`config.mk`:
```
export PLATFORM = sky130hd
export DESIGN_NAME = branch_predict_resolve_flat
export DESIGN_NICKNAME = d
export VERILOG_FILES = /design/src/rtl/branch_predict_resolve_if.sv /design/src/rtl/branch_predict_resolve.sv /design/src/flat_wrapper.sv
export SDC_FILE = /design/constraint.sdc
export NUM_CORES = 1
export LEC_CHECK = 0
export CORE_MARGIN = 8
export CORE_UTILIZATION = 50
export CTS_CLUSTER_SIZE = 40
export DETAILED_ROUTE_END_ITERATION = 12
export PLACE_DENSITY = 0.77
export SYNTH_ARGS = -nofsm -noshare
export SYNTH_HDL_FRONTEND = slang
export SYNTH_SLANG_ARGS = --single-unit
```
`constraint.sdc`:
```
create_clock -name clk -period 14.5 [get_ports clk]
set_input_delay 3.625 -clock clk [delete_from_list [all_inputs] [get_ports clk]]
set_output_delay 3.625 -clock clk [all_outputs]
set_load 0.01 [all_outputs]
```
`src/rtl/branch_predict_resolve_if.sv`:
```
// Fetch-side prediction and execute-side resolution bundle for branch_predict_resolve.
// master drives the fetch/EX inputs; slave is the predictor/resolver.
interface branch_predict_resolve_if #(
    parameter int XLEN = 32
);
    logic [XLEN-1:0] f_pc;
    logic [6:0]      f_op;
    logic [XLEN-1:0] f_imm;
    logic [XLEN-1:0] f_pc_next;
    logic            f_pred_taken;

    logic            ex_valid;
    logic [6:0]      ex_op;
    logic [2:0]      ex_funct3;
    logic [XLEN-1:0] ex_pc;
    logic [XLEN-1:0] ex_rs1;
    logic [XLEN-1:0] ex_rs2;
    logic [XLEN-1:0] ex_imm;
    logic            ex_pred_taken;
    logic [1:0]      ex_pc_src;
    logic            redirect;
    logic [XLEN-1:0] redirect_pc;

    modport master (
        output f_pc, f_op, f_imm,
        input  f_pc_next, f_pred_taken,
        output ex_valid, ex_op, ex_funct3, ex_pc, ex_rs1, ex_rs2, ex_imm, ex_pred_taken,
        input  ex_pc_src, redirect, redirect_pc
    );

    modport slave (
        input  f_pc, f_op, f_imm,
        output f_pc_next, f_pred_taken,
        input  ex_valid, ex_op, ex_funct3, ex_pc, ex_rs1, ex_rs2, ex_imm, ex_pred_taken,
        output ex_pc_src, redirect, redirect_pc
    );
endinterface

```
`src/rtl/branch_predict_resolve.sv`:
```
// BHT-based next-PC predictor with RV32I branch/jump resolution, registered redirect and squash window.
// Optional macro BRANCH_PERF_CNT_EN adds perf_branches / perf_mispredicts counters.
module branch_predict_resolve #(
    parameter int         XLEN         = 32,
    parameter int         BHT_IDX_W    = 6,
    parameter logic [1:0] BHT_INIT     = 2'b01,
    parameter int         FLUSH_CYCLES = 2
) (
    input  logic                    clk,
    input  logic                    rst_n,
    branch_predict_resolve_if.slave bus
`ifdef BRANCH_PERF_CNT_EN
    ,
    output logic [31:0]             perf_branches,
    output logic [31:0]             perf_mispredicts
`endif
);

    localparam logic [6:0] OP_B    = 7'b1100011;
    localparam logic [6:0] OP_JAL  = 7'b1101111;
    localparam logic [6:0] OP_JALR = 7'b1100111;
    localparam int         BHT_N   = 1 << BHT_IDX_W;
    localparam int         SQ_W    = (FLUSH_CYCLES < 1) ? 1 : $clog2(FLUSH_CYCLES + 1);

    logic [1:0]           bht [BHT_N];
    logic [SQ_W-1:0]      squash_cnt;
    logic [BHT_IDX_W-1:0] f_idx;
    logic [BHT_IDX_W-1:0] ex_idx;
    logic                 f_pred;

    logic            is_b, is_jal, is_jalr;
    logic            b_legal, b_taken;
    logic            accepted, mispredict;
    logic [XLEN-1:0] jalr_sum;
    logic [XLEN-1:0] target;

    assign f_idx  = bus.f_pc[BHT_IDX_W+1:2];
    assign ex_idx = bus.ex_pc[BHT_IDX_W+1:2];

    // Fetch reads the pre-edge counter; a same-index update only lands at the clock edge.
    always_comb begin
        f_pred = ((bus.f_op == OP_B) && bht[f_idx][1]) || (bus.f_op == OP_JAL);
        bus.f_pred_taken = f_pred;
        bus.f_pc_next    = f_pred ? (bus.f_pc + bus.f_imm) : (bus.f_pc + XLEN'(4));
    end

    always_comb begin
        is_b    = (bus.ex_op == OP_B);
        is_jal  = (bus.ex_op == OP_JAL);
        is_jalr = (bus.ex_op == OP_JALR);
        // NOTE: every comb output gets a default first so no path leaves it unassigned (no latch).
        b_taken = 1'b0;
        b_legal = is_b;
        case (bus.ex_funct3)
            3'b000:  b_taken = (bus.ex_rs1 == bus.ex_rs2);
            3'b001:  b_taken = (bus.ex_rs1 != bus.ex_rs2);
            3'b100:  b_taken = ($signed(bus.ex_rs1) <  $signed(bus.ex_rs2));
            3'b101:  b_taken = ($signed(bus.ex_rs1) >= $signed(bus.ex_rs2));
            3'b110:  b_taken = (bus.ex_rs1 <  bus.ex_rs2);
            3'b111:  b_taken = (bus.ex_rs1 >= bus.ex_rs2);
            default: b_legal = 1'b0;
        endcase
        b_taken = b_taken && b_legal;
    end

    assign accepted = bus.ex_valid && (squash_cnt == '0);

    always_comb begin
        bus.ex_pc_src = 2'b00;
        if (accepted) begin
            if (is_jalr)                 bus.ex_pc_src = 2'b10;
            else if (is_jal || b_taken)  bus.ex_pc_src = 2'b01;
        end
    end

    assign mispredict = accepted &&
                        ((b_legal && (b_taken != bus.ex_pred_taken)) ||
                         (is_jal && !bus.ex_pred_taken) ||
                         is_jalr);

    assign jalr_sum = bus.ex_rs1 + bus.ex_imm;

    always_comb begin
        if (is_jalr)                 target = {jalr_sum[XLEN-1:1], 1'b0};
        else if (is_jal || b_taken)  target = bus.ex_pc + bus.ex_imm;
        else                         target = bus.ex_pc + XLEN'(4);
    end

    // NOTE: state updates use non-blocking assignments so every flop samples pre-edge values.
    always_ff @(posedge clk or negedge rst_n) begin
        if (!rst_n) begin
            bus.redirect    <= 1'b0;
            bus.redirect_pc <= '0;
            squash_cnt      <= '0;
        end else begin
            bus.redirect <= mispredict;
            if (mispredict) begin
                bus.redirect_pc <= target;
                squash_cnt      <= SQ_W'(FLUSH_CYCLES);
            end else if (squash_cnt != '0) begin
                squash_cnt <= squash_cnt - SQ_W'(1);
            end
        end
    end

    // NOTE: the BHT is built from flops rather than RAM so that reset can restore every counter.
    always_ff @(posedge clk or negedge rst_n) begin
        if (!rst_n) begin
            for (int i = 0; i < BHT_N; i++) bht[i] <= BHT_INIT;
        end else if (accepted && b_legal) begin
            if (b_taken && (bht[ex_idx] != 2'b11))
                bht[ex_idx] <= bht[ex_idx] + 2'b01;
            else if (!b_taken && (bht[ex_idx] != 2'b00))
                bht[ex_idx] <= bht[ex_idx] - 2'b01;
        end
    end

`ifdef BRANCH_PERF_CNT_EN
    always_ff @(posedge clk or negedge rst_n) begin
        if (!rst_n) begin
            perf_branches    <= '0;
            perf_mispredicts <= '0;
        end else begin
            if (accepted && (b_legal || is_jal || is_jalr))
                perf_branches <= perf_branches + 32'd1;
            if (mispredict)
                perf_mispredicts <= perf_mispredicts + 32'd1;
        end
    end
`endif

endmodule
```
`src/flat_wrapper.sv`:
```
// flat-port wrapper written by rule: the top's interface ports become plain ports
module branch_predict_resolve_flat 
#(
    parameter int         XLEN         = 32,
    parameter int         BHT_IDX_W    = 6,
    parameter logic [1:0] BHT_INIT     = 2'b01,
    parameter int         FLUSH_CYCLES = 2
)
  (clk, rst_n, bus_f_pc, bus_f_op, bus_f_imm, bus_f_pc_next, bus_f_pred_taken, bus_ex_valid, bus_ex_op, bus_ex_funct3, bus_ex_pc, bus_ex_rs1, bus_ex_rs2, bus_ex_imm, bus_ex_pred_taken, bus_ex_pc_src, bus_redirect, bus_redirect_pc);
  branch_predict_resolve_if #(.XLEN(XLEN)) bus_i ();
  input  logic clk;
  input  logic rst_n;
  input wire logic [$bits(bus_i.f_pc)-1:0] bus_f_pc;
  input wire logic [$bits(bus_i.f_op)-1:0] bus_f_op;
  input wire logic [$bits(bus_i.f_imm)-1:0] bus_f_imm;
  output wire logic [$bits(bus_i.f_pc_next)-1:0] bus_f_pc_next;
  output wire logic [$bits(bus_i.f_pred_taken)-1:0] bus_f_pred_taken;
  input wire logic [$bits(bus_i.ex_valid)-1:0] bus_ex_valid;
  input wire logic [$bits(bus_i.ex_op)-1:0] bus_ex_op;
  input wire logic [$bits(bus_i.ex_funct3)-1:0] bus_ex_funct3;
  input wire logic [$bits(bus_i.ex_pc)-1:0] bus_ex_pc;
  input wire logic [$bits(bus_i.ex_rs1)-1:0] bus_ex_rs1;
  input wire logic [$bits(bus_i.ex_rs2)-1:0] bus_ex_rs2;
  input wire logic [$bits(bus_i.ex_imm)-1:0] bus_ex_imm;
  input wire logic [$bits(bus_i.ex_pred_taken)-1:0] bus_ex_pred_taken;
  output wire logic [$bits(bus_i.ex_pc_src)-1:0] bus_ex_pc_src;
  output wire logic [$bits(bus_i.redirect)-1:0] bus_redirect;
  output wire logic [$bits(bus_i.redirect_pc)-1:0] bus_redirect_pc;
  assign bus_i.f_pc = bus_f_pc;
  assign bus_i.f_op = bus_f_op;
  assign bus_i.f_imm = bus_f_imm;
  assign bus_f_pc_next = bus_i.f_pc_next;
  assign bus_f_pred_taken = bus_i.f_pred_taken;
  assign bus_i.ex_valid = bus_ex_valid;
  assign bus_i.ex_op = bus_ex_op;
  assign bus_i.ex_funct3 = bus_ex_funct3;
  assign bus_i.ex_pc = bus_ex_pc;
  assign bus_i.ex_rs1 = bus_ex_rs1;
  assign bus_i.ex_rs2 = bus_ex_rs2;
  assign bus_i.ex_imm = bus_ex_imm;
  assign bus_i.ex_pred_taken = bus_ex_pred_taken;
  assign bus_ex_pc_src = bus_i.ex_pc_src;
  assign bus_redirect = bus_i.redirect;
  assign bus_redirect_pc = bus_i.redirect_pc;
  branch_predict_resolve #(.XLEN(XLEN), .BHT_IDX_W(BHT_IDX_W), .BHT_INIT(BHT_INIT), .FLUSH_CYCLES(FLUSH_CYCLES)) u_core (.clk(clk), .rst_n(rst_n), .bus(bus_i));
endmodule
```
==> impl_results.md <==
* Max Freq at 81.2 MHz
* Die Area at 0.0369 mm²
* Post-Synthesis Cell Area at 0.0155 mm²
* Area growth, synth to finish at 23.6%
* Worst vdd ir at 0.0772 mV
* Synthesized flop and latch total at 163
* # rows at 64
* Die W at 192 µm
* Sw Ratio at 35.3%
* Hold Crit Class: flop to flop
* Detailed-placement wirelength estimate at 41.5 mm
* Tot GR Track Use at 29.7%
* Clock latency on the worst-skew pair at 450 ps
* Sequential share of the synthesized area at 26.8%
* Most frequent cells in the layout: o21ai_0, clkdlybuf4s50_1, nand2_1
* Cells after Synth at 1910
* Pwr/cell area at 79.0 mW/mm²
* CTS Hold Bufs at 0
* Setup bufs post-CTS at 0
* # IOs at 281
* Share of layout cells above drive strength 1 at 8.31%
* Worst path required time at 10880 ps
* Post-DP Area at 0.0185 mm²
* Deepest clock path buffer count at 2
* Num CTS Buffers at 17
* Max-Cap Viols at 0
* Final hold violation count at 0
* Max-slew violations at 0
* Clock tree sinks at 163
* Run status: finished, final reports clean
* Initial core utilization at 50.6%
* CP Max Fanout at 56
* Critical path class: input pin to output pin
* Sequential share of power at 32.9%
* Leakage at 7.77 nW
* Final ANT Viol Nets at 0
* Avg Inst Size Synth at 8.11 µm²
* Core ar. at 0.0306 mm²
* Most common cell after layout, fill and taps aside: o21ai_0
* Nets at 2475
* Number of flops mapped to enable cells by yosys at 0
* Fraction of registers with async set/reset at 100%
* Setup TNS at 0 ps
* # DRC at 0
* Clk slew on worst S/H paths at 80 ps
* Slew HR at 22.9%
* Mapped Nets at 2255
* Via density at 6.45
* Number of standard cells in the final layout excluding fillers at 2545
* Initial antenna violation count at 6
* Vias at 16.4k
* Routed wire per std cell at 22.0 µm
* H-tree levels at 4
* Post-Place Cells at 2507
* CTS tree: built
* Worst Max-Slew Pin Slew at 1160 ps
* Place WS at 2190 ps
* Final wirelength at 56.1 mm
* Period utilization at 84.9%
* WHS at 488 ps
* Post-Layout Inst Area at 0.0191 mm²
* Vias in the first global route at 16.1k
* Final min period at 12310 ps
* CTS-repair resized insts at 0
* WP data arrival at 8690 ps
* Comb pwr share at 35.3%
* First-pass GRT wire length at 86.9 mm
* Largest net degree at the start of global routing at 94
* CP startpoint kind: input pin
* Port bufs at 280
* Grt total ovfl at 0
* Placer congestion estimate at 0.974
* RSZ-0062 raised after global routing: no
* Setup WS post-layout at 2190 ps
* Clock network power share at 31.7%
* Synthesis Warnings at 0
* Sw power at 0.000534 W
* CP Capture Type: output pin
* P_int at 0.000978 W
* Final setup fails at 0
* Die height at 192 µm
* Unique cell type count in the Yosys netlist at 90
* Post-synth top flop: dfrtp_1
* DR iter-0 viols at 1527
* Clock skew at 16.5 ps
* Root Driver: clkbuf_16
* Drt pass-1 iters at 6
## stage by stage
stage	util, %	total power, W
after floorplan	-	0.000811
after global routing	62.6	0.00159
after CTS	62.6	0.00151
after detailed placement	60.5	0.00103
after global placement	60.5	0.00102
final	62.6	0.00151
## cells by family (layout without fill, tap and decap cells)
| logic type | count (synthesis) | count (layout) | synth area share, % |
|---|---|---|---|
| xor+xnor | 135 | 135 | 7.63 |
| flops | 163 | 163 | 26.8 |
| other cells | 0 | 6 | 0 |
| mux | 31 | 31 | 3.68 |
| compound gates | 740 | 740 | 28.8 |
| fa+ha+maj | 132 | 132 | 10.8 |
| simple gates | 547 | 547 | 17.9 |
| buf+inv | 162 | 395 | 4.27 |
## Yosys cell counts, drive strengths merged, types with 21 or more instances
| master | number | share of area [%] |
|---|---|---|
| dfstp | 64 | 11 |
| and3 | 21 | 0.85 |
| nand2 | 209 | 5.1 |
| clkbuf | 66 | 1.6 |
| xnor2 | 82 | 4.6 |
| buf | 25 | 0.95 |
| inv | 70 | 1.7 |
| dfrtp | 99 | 16 |
| o22ai | 42 | 1.7 |
| nand3 | 42 | 1.4 |
| nor3 | 28 | 1.5 |
| o21ai | 339 | 11 |
| nor2 | 110 | 2.7 |
| a31oi | 37 | 1.5 |
| ha | 129 | 10 |
| a21oi | 109 | 3.5 |
| nand4 | 28 | 1.3 |
| a21o | 51 | 2.5 |
| xor2 | 53 | 3.0 |
| o211ai | 22 | 1.1 |
## area by class of cell
type,count,area [µm²]
timing repair buffer,292,2890
tap,396,495
inverter,71,267
clock buffer,17,425
antenna,6,15.0
sequential,163,4160
fill,2659,11400
multi-input combinational,1585,10700
clock inverter,15,201
## power by group through the flow
| stage | Sequential, W | Clock [W] | Combinational [W] |
|---|---|---|---|
| 2_1_floorplan | 0.000512 | 0 | 0.000299 |
| 3_5_place_dp | 0.000506 | 0 | 0.000526 |
| 6_report | 0.000498 | 0.000480 | 0.000534 |
| 5_1_grt | 0.000501 | 0.000502 | 0.000583 |
| 3_3_place_gp | 0.000505 | 0 | 0.000519 |
| 4_1_cts | 0.000498 | 0.000482 | 0.000530 |
## routing by layer
metal / up-vias / routed length (µm) / GRT usage (%)
met5: - / 0 / 0
met4: 0 / 2660 / 14.3
met3: 198 / 5280 / 5.56
met2: 912 / 26300 / 48.9
met1: 7743 / 21900 / 37.1
li1: 7553 / - / -
## critical path: stages
cell             delay (ps)
clkdlybuf4s50_1         960
buf_4                   350
mux4_2                  530
mux4_2                  510
mux2i_1                 150
a2111oi_0               190
nor2_4                  870
clkinv_1                590
o21ai_0                 290
clkdlybuf4s50_1         580
## final timing paths
check	startpoint	endpoint	slack (ps)	cells after the start
min in group asynchronous	rst_n	u_core.bus.redirect_pc[28]	3250	1
max	bus_f_pc[2]	bus_f_pc_next[4]	2190	10
max in group asynchronous	rst_n	u_core.bht[17]	9760	2
min	u_core.bus.redirect_pc[16]	u_core.bus.redirect_pc[16]	490	2
max reg2reg	u_core.bht[127]	flop	10530	11
min reg2reg	u_core.bus.redirect_pc[16]	u_core.bus.redirect_pc[16]	490	2
(Power assumes the default switching activity.)
